===== src/rtl/super_pkg.sv =====
// Shared types and sizing for the vector encryption pipeline memory stage.
package super_pkg;

    typedef enum logic {MS_IDLE, MS_RD_WAIT} mem_state_t;

    localparam int unsigned ELEM_SIZE_DEF = 8;
    localparam int unsigned VECT_SIZE_DEF = 8;

    function automatic int unsigned lineBits(input int unsigned elemSize, input int unsigned vectSize);
        return elemSize * vectSize;
    endfunction

endpackage


===== src/rtl/data_memory.sv =====
// Synchronous single-port data RAM with registered read data and no reset.
module data_memory #(
    parameter  int unsigned LINES = 64,
    parameter  int unsigned WIDTH = 64,
    localparam int unsigned AW    = $clog2(LINES)
) (
    input  logic             clk,
    input  logic             readEn,
    input  logic             writeEn,
    input  logic [AW-1:0]    addr,
    input  logic [WIDTH-1:0] writeData,
    output logic [WIDTH-1:0] readData
);

    logic [WIDTH-1:0] mem [LINES];

    always_ff @(posedge clk) begin
        if (writeEn) mem[addr] <= writeData;
        if (readEn)  readData  <= mem[addr];
    end

endmodule


===== src/rtl/memory_stage.sv =====
// Memory stage: vector load/store against local RAM, fault detection, MEM/WB register.
module memory_stage import super_pkg::*; #(
    parameter int unsigned REGI_BITS  = 4,
    parameter int unsigned VECT_BITS  = 2,
    parameter int unsigned MEMO_LINES = 64,
    parameter int unsigned VECT_SIZE  = VECT_SIZE_DEF,
    parameter int unsigned ELEM_SIZE  = ELEM_SIZE_DEF
) (
    input  logic                           clk_i,
    input  logic                           rst_i,
    input  logic                           valid_i,
    input  logic [ELEM_SIZE-1:0]           ialu_res_i,
    input  logic [ELEM_SIZE*VECT_SIZE-1:0] valu_res_i,
    input  logic                           enableMem_i,
    input  logic                           enableReg_i,
    input  logic                           flagMemRead_i,
    input  logic                           flagMemWrite_i,
    input  logic                           writeResultInt_i,
    input  logic                           writeResultV_i,
    input  logic [REGI_BITS-1:0]           intRegDest_i,
    input  logic [VECT_BITS-1:0]           vecRegDest_i,
    output logic                           stall_o,
    output logic                           wb_valid_o,
    output logic                           wb_int_we_o,
    output logic                           wb_vec_we_o,
    output logic [ELEM_SIZE-1:0]           wb_int_data_o,
    output logic [ELEM_SIZE*VECT_SIZE-1:0] wb_vec_data_o,
    output logic [REGI_BITS-1:0]           wb_int_dest_o,
    output logic [VECT_BITS-1:0]           wb_vec_dest_o,
    output logic                           mem_fault_o
);

    localparam int unsigned ADDR_BITS = $clog2(MEMO_LINES);
    localparam int unsigned LINE_BITS = lineBits(ELEM_SIZE, VECT_SIZE);

    mem_state_t state, stateNext;

    logic                 req, oob, bad;
    logic                 ramRead, ramWrite;
    logic [LINE_BITS-1:0] ramData;
    logic [ADDR_BITS-1:0] addr;

    logic                 validNext, intWeNext, vecWeNext, faultNext;
    logic [ELEM_SIZE-1:0] intDataNext;
    logic [LINE_BITS-1:0] vecDataNext;

    // Depth is a power of two, so any set bit above the index field is out of range.
    assign oob  = (ialu_res_i >> ADDR_BITS) != '0;
    assign req  = valid_i & enableMem_i;
    assign bad  = req & (oob | (flagMemRead_i & flagMemWrite_i));
    assign addr = ialu_res_i[ADDR_BITS-1:0];

    data_memory #(
        .LINES (MEMO_LINES),
        .WIDTH (LINE_BITS)
    ) u_mem (
        .clk       (clk_i),
        .readEn    (ramRead),
        .writeEn   (ramWrite),
        .addr      (addr),
        .writeData (valu_res_i),
        .readData  (ramData)
    );

    always_ff @(posedge clk_i or negedge rst_i) begin
        if (!rst_i) state <= MS_IDLE;
        else        state <= stateNext;
    end

    always_comb begin
        stateNext   = state;
        stall_o     = 1'b0;
        ramRead     = 1'b0;
        ramWrite    = 1'b0;
        validNext   = valid_i;
        intWeNext   = valid_i & enableReg_i & writeResultInt_i;
        vecWeNext   = valid_i & enableReg_i & writeResultV_i;
        faultNext   = 1'b0;
        intDataNext = ialu_res_i;
        vecDataNext = valu_res_i;
        unique case (state)
            MS_IDLE: begin
                if (bad) begin
                    validNext = 1'b1;
                    intWeNext = 1'b0;
                    vecWeNext = 1'b0;
                    faultNext = 1'b1;
                end else if (req & flagMemRead_i) begin
                    // Stall is masked in reset so a held load cannot freeze upstream.
                    ramRead   = rst_i;
                    stall_o   = rst_i;
                    stateNext = MS_RD_WAIT;
                    validNext = 1'b0;
                    intWeNext = 1'b0;
                    vecWeNext = 1'b0;
                end else if (req & flagMemWrite_i) begin
                    ramWrite  = rst_i;
                    validNext = 1'b1;
                    intWeNext = 1'b0;
                    vecWeNext = 1'b0;
                end
            end
            MS_RD_WAIT: begin
                validNext   = 1'b1;
                vecDataNext = ramData;
                stateNext   = MS_IDLE;
            end
            default: stateNext = MS_IDLE;
        endcase
    end

    always_ff @(posedge clk_i or negedge rst_i) begin
        if (!rst_i) begin
            wb_valid_o    <= 1'b0;
            wb_int_we_o   <= 1'b0;
            wb_vec_we_o   <= 1'b0;
            wb_int_data_o <= '0;
            wb_vec_data_o <= '0;
            wb_int_dest_o <= '0;
            wb_vec_dest_o <= '0;
            mem_fault_o   <= 1'b0;
        end else begin
            wb_valid_o    <= validNext;
            wb_int_we_o   <= intWeNext;
            wb_vec_we_o   <= vecWeNext;
            wb_int_data_o <= intDataNext;
            wb_vec_data_o <= vecDataNext;
            wb_int_dest_o <= intRegDest_i;
            wb_vec_dest_o <= vecRegDest_i;
            mem_fault_o   <= faultNext;
        end
    end

endmodule


===== config.mk =====
export PLATFORM = sky130hd
export DESIGN_NAME = memory_stage
export DESIGN_NICKNAME = d
export VERILOG_FILES = /design/src/rtl/super_pkg.sv /design/src/rtl/data_memory.sv /design/src/rtl/memory_stage.sv
export SDC_FILE = /design/constraint.sdc
export NUM_CORES = 2
export LEC_CHECK = 0
export ABC_AREA = 0
export BUFFER_PORTS_ARGS = -buffer_cell sky130_fd_sc_hd__buf_4
export CAP_MARGIN = 20
export CELL_PAD_IN_SITES_DETAIL_PLACEMENT = 1
export CELL_PAD_IN_SITES_GLOBAL_PLACEMENT = 2
export CORE_ASPECT_RATIO = 1.25
export CORE_MARGIN = 2
export CORE_UTILIZATION = 52
export CTS_CLUSTER_SIZE = 12
export DETAILED_ROUTE_END_ITERATION = 8
export PLACE_DENSITY = 0.89
export SYNTH_ARGS = -nofsm -noshare
export SYNTH_HDL_FRONTEND = slang
export SYNTH_HIERARCHICAL = 1
export SYNTH_SLANG_ARGS = --single-unit

===== constraint.sdc =====
create_clock -name clk_i -period 17.7 [get_ports clk_i]
set_input_delay 4.425 -clock clk_i [delete_from_list [all_inputs] [get_ports clk_i]]
set_output_delay 4.425 -clock clk_i [all_outputs]
set_load 0.03 [all_outputs]

Yosys cells after proc, flatten, opt, wreduce, memory -nomap -nowiden
Memories as Yosys holds them, arrays and structs flattened. A register that Yosys moved wholly into a read port is not among the register bits.
Cells that the tools add are included.
{"block": "word_totals", "inputBits": 87, "ramBits": 4096, "mem_count": 1, "out_inout_bits": 83, "ff_bits": 83, "word_cells": 48, "mem_bits_ro": 0, "latch_bits": 0}
{"block": "classes", "eq_ne": 0, "order_cmp": 0, "bitwise": 10, "shift": 0, "n_mux": 27, "n_reduce_logical": 1, "mul": 0, "add_sub_neg": 0, "div": 0}
{"name": "u_mem.mem", "depth": 64, "word_bits": 64, "read_ports": 1, "rd_clocked_by_memory_dff": 1, "wr": 1, "line": "data_memory.sv:15", "text": "logic [WIDTH-1:0] mem [LINES];"}
{"cell": "64-bit 2-to-1 mux", "count": 1}
{"cell": "1-bit 2-to-1 mux", "count": 24}
{"cell": "1-bit bitwise AND", "count": 8}
{"cell": "8-bit nonzero test", "count": 1}
{"cell": "1-bit case mux with 2 select lines", "count": 2}
{"cell": "1-bit inverter", "count": 1}
{"cell": "1-bit OR", "count": 1}

Depth between registers and ports, before layout
{"block": "logic_depth", "depth_word": 8, "mapped_depth": 11, "mapped_depth_nobuf": 6}

Modules after synthesis
The synthesis kept the hierarchy.
{"mod": "data_memory", "seq_area_each_um2": 124919.8, "cells_each": 8619, "area_each_um2": 156093.5, "n_inst": 1}
{"mod": "memory_stage", "seq_area_each_um2": 2077.0, "cells_each": 172, "area_each_um2": 2979.1, "n_inst": 1}

Worst setup path after synthesis
No wires, ideal clock.
{"block": "synth_path", "path_type": "input-to-output", "startpoint": "in flagMemWrite_i", "endpoint": "out stall_o", "n_path_buf": 0, "slack_ps": 5464, "arrival_time_ps": 7811, "cell_stages": 2, "required_time_ps": 13275, "path_cell_list": "or4b_4 nor3_2"}
{"block": "synth_between", "elab_chain_cells": 5}
{"element": "from (decl)", "line": "memory_stage.sv:17", "text": "input logic flagMemWrite_i,"}
{"element": "1-bit bitwise AND", "line": "memory_stage.sv:50", "text": "assign bad = req & (oob | (flagMemRead_i & flagMemWrite_i));"}
{"element": "1-bit OR", "line": "memory_stage.sv:50"}
{"element": "1-bit bitwise AND", "line": "memory_stage.sv:50"}
{"element": "1-bit 2-to-1 mux", "line": "memory_stage.sv:83", "text": "if (bad) begin"}
{"element": "1-bit 2-to-1 mux", "line": "memory_stage.sv:81", "text": "unique case (state)"}
{"element": "to (decl)", "line": "memory_stage.sv:22", "text": "output logic stall_o,"}
Every way passes these cells.

Worst setup path in the final report
Ends and elaborated chain as after synthesis.

==> impl_metrics.env <==
export IMPL_status="finished, final reports clean"
export IMPL_drcViolationCount=0
export IMPL_fin_nets=9059
export IMPL_yosysWarnings=6
export IMPL_path_cells="buf_4 > or4b_4 > nor3_4 > buf_4 > buf_4"
export IMPL_fin_ws_ns=7.136
export IMPL_cp_data_arrival_time_ns=6.14
export IMPL_cap_violations=0
export IMPL_fp_dieW_um=498.7
export IMPL_synthArstFlopShare_pct=1.956
export IMPL_grt_overflow=0
export IMPL_power_leakage_nw=55.12
export IMPL_netlist_area_mm2=0.1591
export IMPL_track_usage_pct=35.32
export IMPL_period_minus_slack_ns=10.56
export IMPL_area_delta_synth_final_pct=11.41
export IMPL_grt_max_degree=140
export IMPL_drive_gt1_share_pct=14.39
export IMPL_ys_ff_latch=4243
export IMPL_fp_coreArea_mm2=0.3050
export IMPL_worst_setup_path_start_kind="input port"
export IMPL_cts_tree="done"
export IMPL_cp_end_kind="output port"
export IMPL_dr_pass1_iters=8
export IMPL_clk_latency_ns=0.97
export IMPL_gp_congestion=0.8417
export IMPL_worstPathMaxFanout=16
export IMPL_syn_area_per_cell_um2=18.09
export IMPL_final_max_slew_viol_count=0
export IMPL_clk_pin_slew_ns=0.06
export IMPL_synthCells=8791
export IMPL_ctsRootBufferMaster="clkbuf_16"
export IMPL_drt_iter0_drc=16690
export IMPL_dpl_cell_count=12560
export IMPL_core_rowCount=227
export IMPL_fillers=26470
export IMPL_finClkSkew_ns=0.07270
export IMPL_grt_pass1_vias=102300
export IMPL_cts_max_path_buffers=4
export IMPL_ys_types=59
export IMPL_htree_num_levels=5
export IMPL_final_common_cell="edfxtp_1"
export IMPL_die_h_um=622.4
export IMPL_slowest_delay_ns=0.57
export IMPL_fin_util_pct=58.10
export IMPL_relSlewSlack_pct=15.51
export IMPL_post_route_period_util_pct=59.68
export IMPL_start_util_pct=52.15
export IMPL_whs_ns=0.5174
export IMPL_crit_type="in -> out"
export IMPL_vdd_ir_drop_max_mv=0.09288
export IMPL_pin_count=170
export IMPL_synth_edff_count=4160
export IMPL_cp_slowest_cell="or4b_4"
export IMPL_cts_setup_buffers=0
export IMPL_hold_viol=0
export IMPL_port_buffer_count=169
export IMPL_wl_um=558600
export IMPL_synth_ff_type="edfxtp_1"
export IMPL_dp_hpwl_um=293400
export IMPL_layout_common_cells="4160 x edfxtp_1, 684 x a22oi_1, 636 x a221oi_1"
export IMPL_routedWlPerCell_um=42.18
export IMPL_cts_buffers=415
export IMPL_grt_pass1_wl_um=775500
export IMPL_dpl_worst_slack_ns=7.201
export IMPL_min_path_type="reg -> reg"
export IMPL_vias_per_cell=7.401
export IMPL_crit_top_cell="buf_4"
export IMPL_cts_hold_buffers=0
export IMPL_vias=98010
export IMPL_syn_num_nets=8878
export IMPL_finalSetupViolCount=0
export IMPL_rsz0062_at_grt="no"
export IMPL_final_cells=13240
export IMPL_antenna_found_initial=42
export IMPL_cts_resized=0
export IMPL_p_per_area_mw_per_mm2=114.3
export IMPL_dieArea_mm2=0.3104
export IMPL_tightest_slew_ns=1.264
export IMPL_ant_nets=0
export IMPL_cts_sinks=4243
export IMPL_crit_required_ns=13.28
export IMPL_fmax_mhz=94.66
export IMPL_synth_seq_area_share_pct=79.84
export IMPL_setup_tns_final_ns=0
[synth_stat cells (27+ instances only)]
cell,count,area [um2]
o22ai_1,506,3166
o2111a_1,30,337.8
nor2_1,303,1137
mux4_2,63,1419
o2111ai_1,27,236.5
a222oi_1,28,280.3
buf_1,91,341.6
nand2_1,311,1167
mux2i_1,337,3373
nor4_1,59,369.1
clkbuf_1,281,1055
a21oi_1,212,1061
a211oi_1,34,255.2
edfxtp_1,4160,124900
mux2_2,267,3007
o21ai_0,139,695.7
nand3b_1,31,232.7
buf_2,257,1286
a311oi_1,27,236.5
dfrtp_1,83,2077
nand4_1,36,225.2
a221o_1,30,300.3
a221oi_1,636,5570
a22oi_1,684,5135
[metrics by stage]
step | total power [mW] | instance area (um2)
after floorplan | 11.77 | 159100
after global placement | 12.20 | 165000
after detailed placement | 12.25 | 165200
after CTS | 20.21 | 177000
after global routing | 20.60 | 177200
final | 20.25 | 177200
[worst max-delay path: cells and delay by family]
family                 cells  cell delay [ns]
buffers and inverters      3             0.88
and+or+nand+nor            2             0.77
[power by group]
part	internal (mW)	switching, mW	total [mW]
combinational	0.268	0.767	1.04
sequential	11.0	0.00659	11.0
clock	4.47	3.70	8.17
total	15.8	4.47	20.3
[metal layers]
layer / global-route usage (%) / wire [um] / up-vias
met5: 0 / 168 / -
met4: 25.00 / 43350 / 24
met3: 9.131 / 73090 / 2171
met2: 56.53 / 265800 / 8708
met1: 41.73 / 176200 / 50060
li1: - / - / 37050
[sequential cells by signal (all words and copies together), names as in the netlist]
register and flops:
wb_vec_dest_o 2, wb_int_we_o 1, wb_int_data_o 8, wb_vec_we_o 1, u_mem/readData 64, state 1
mem_fault_o 1, wb_vec_data_o 64, wb_int_dest_o 4, u_mem/mem 4096, wb_valid_o 1
[worst paths after layout]
path / from / end / slack [ns] / depth (start not counted)
min in group asynchronous: rst_i / wb_vec_data_o[32]$_DFF_PN0_ / 3.46 / 1
hold reg to reg: u_mem/readData[19]$_DFFE_PP_ / wb_vec_data_o[19]$_DFF_PN0_ / 0.52 / 1
setup / recovery: flagMemWrite_i / stall_o / 7.14 / 5
max in group asynchronous: rst_i / state$_DFF_PN0_ / 13.24 / 2
hold / removal: u_mem/readData[19]$_DFFE_PP_ / wb_vec_data_o[19]$_DFF_PN0_ / 0.52 / 1
setup reg to reg: state$_DFF_PN0_ / u_mem/mem[24][31]$_DFFE_PP_ / 12.07 / 8
[cells by family after synthesis]
group           synth area share [%]
compound gates                 11.08
buf+inv                        1.880
flops                          79.84
mux                            4.910
simple gates                   2.291
[layout make-up]
class	instances	area, um2	share of cell area [%]
Inverter	4	35.03	0.01977
Clock buffer	588	11300	6.378
Sequential cell	4243	127000	71.66
Clock inverter	64	528.0	0.2979
Multi-Input combinational cell	3881	29740	16.78
Tap cell	4007	5014	2.829
Timing Repair Buffer	427	3522	1.987
Antenna cell	29	72.57	0.04095
Power figures use the tool's default switching activity.
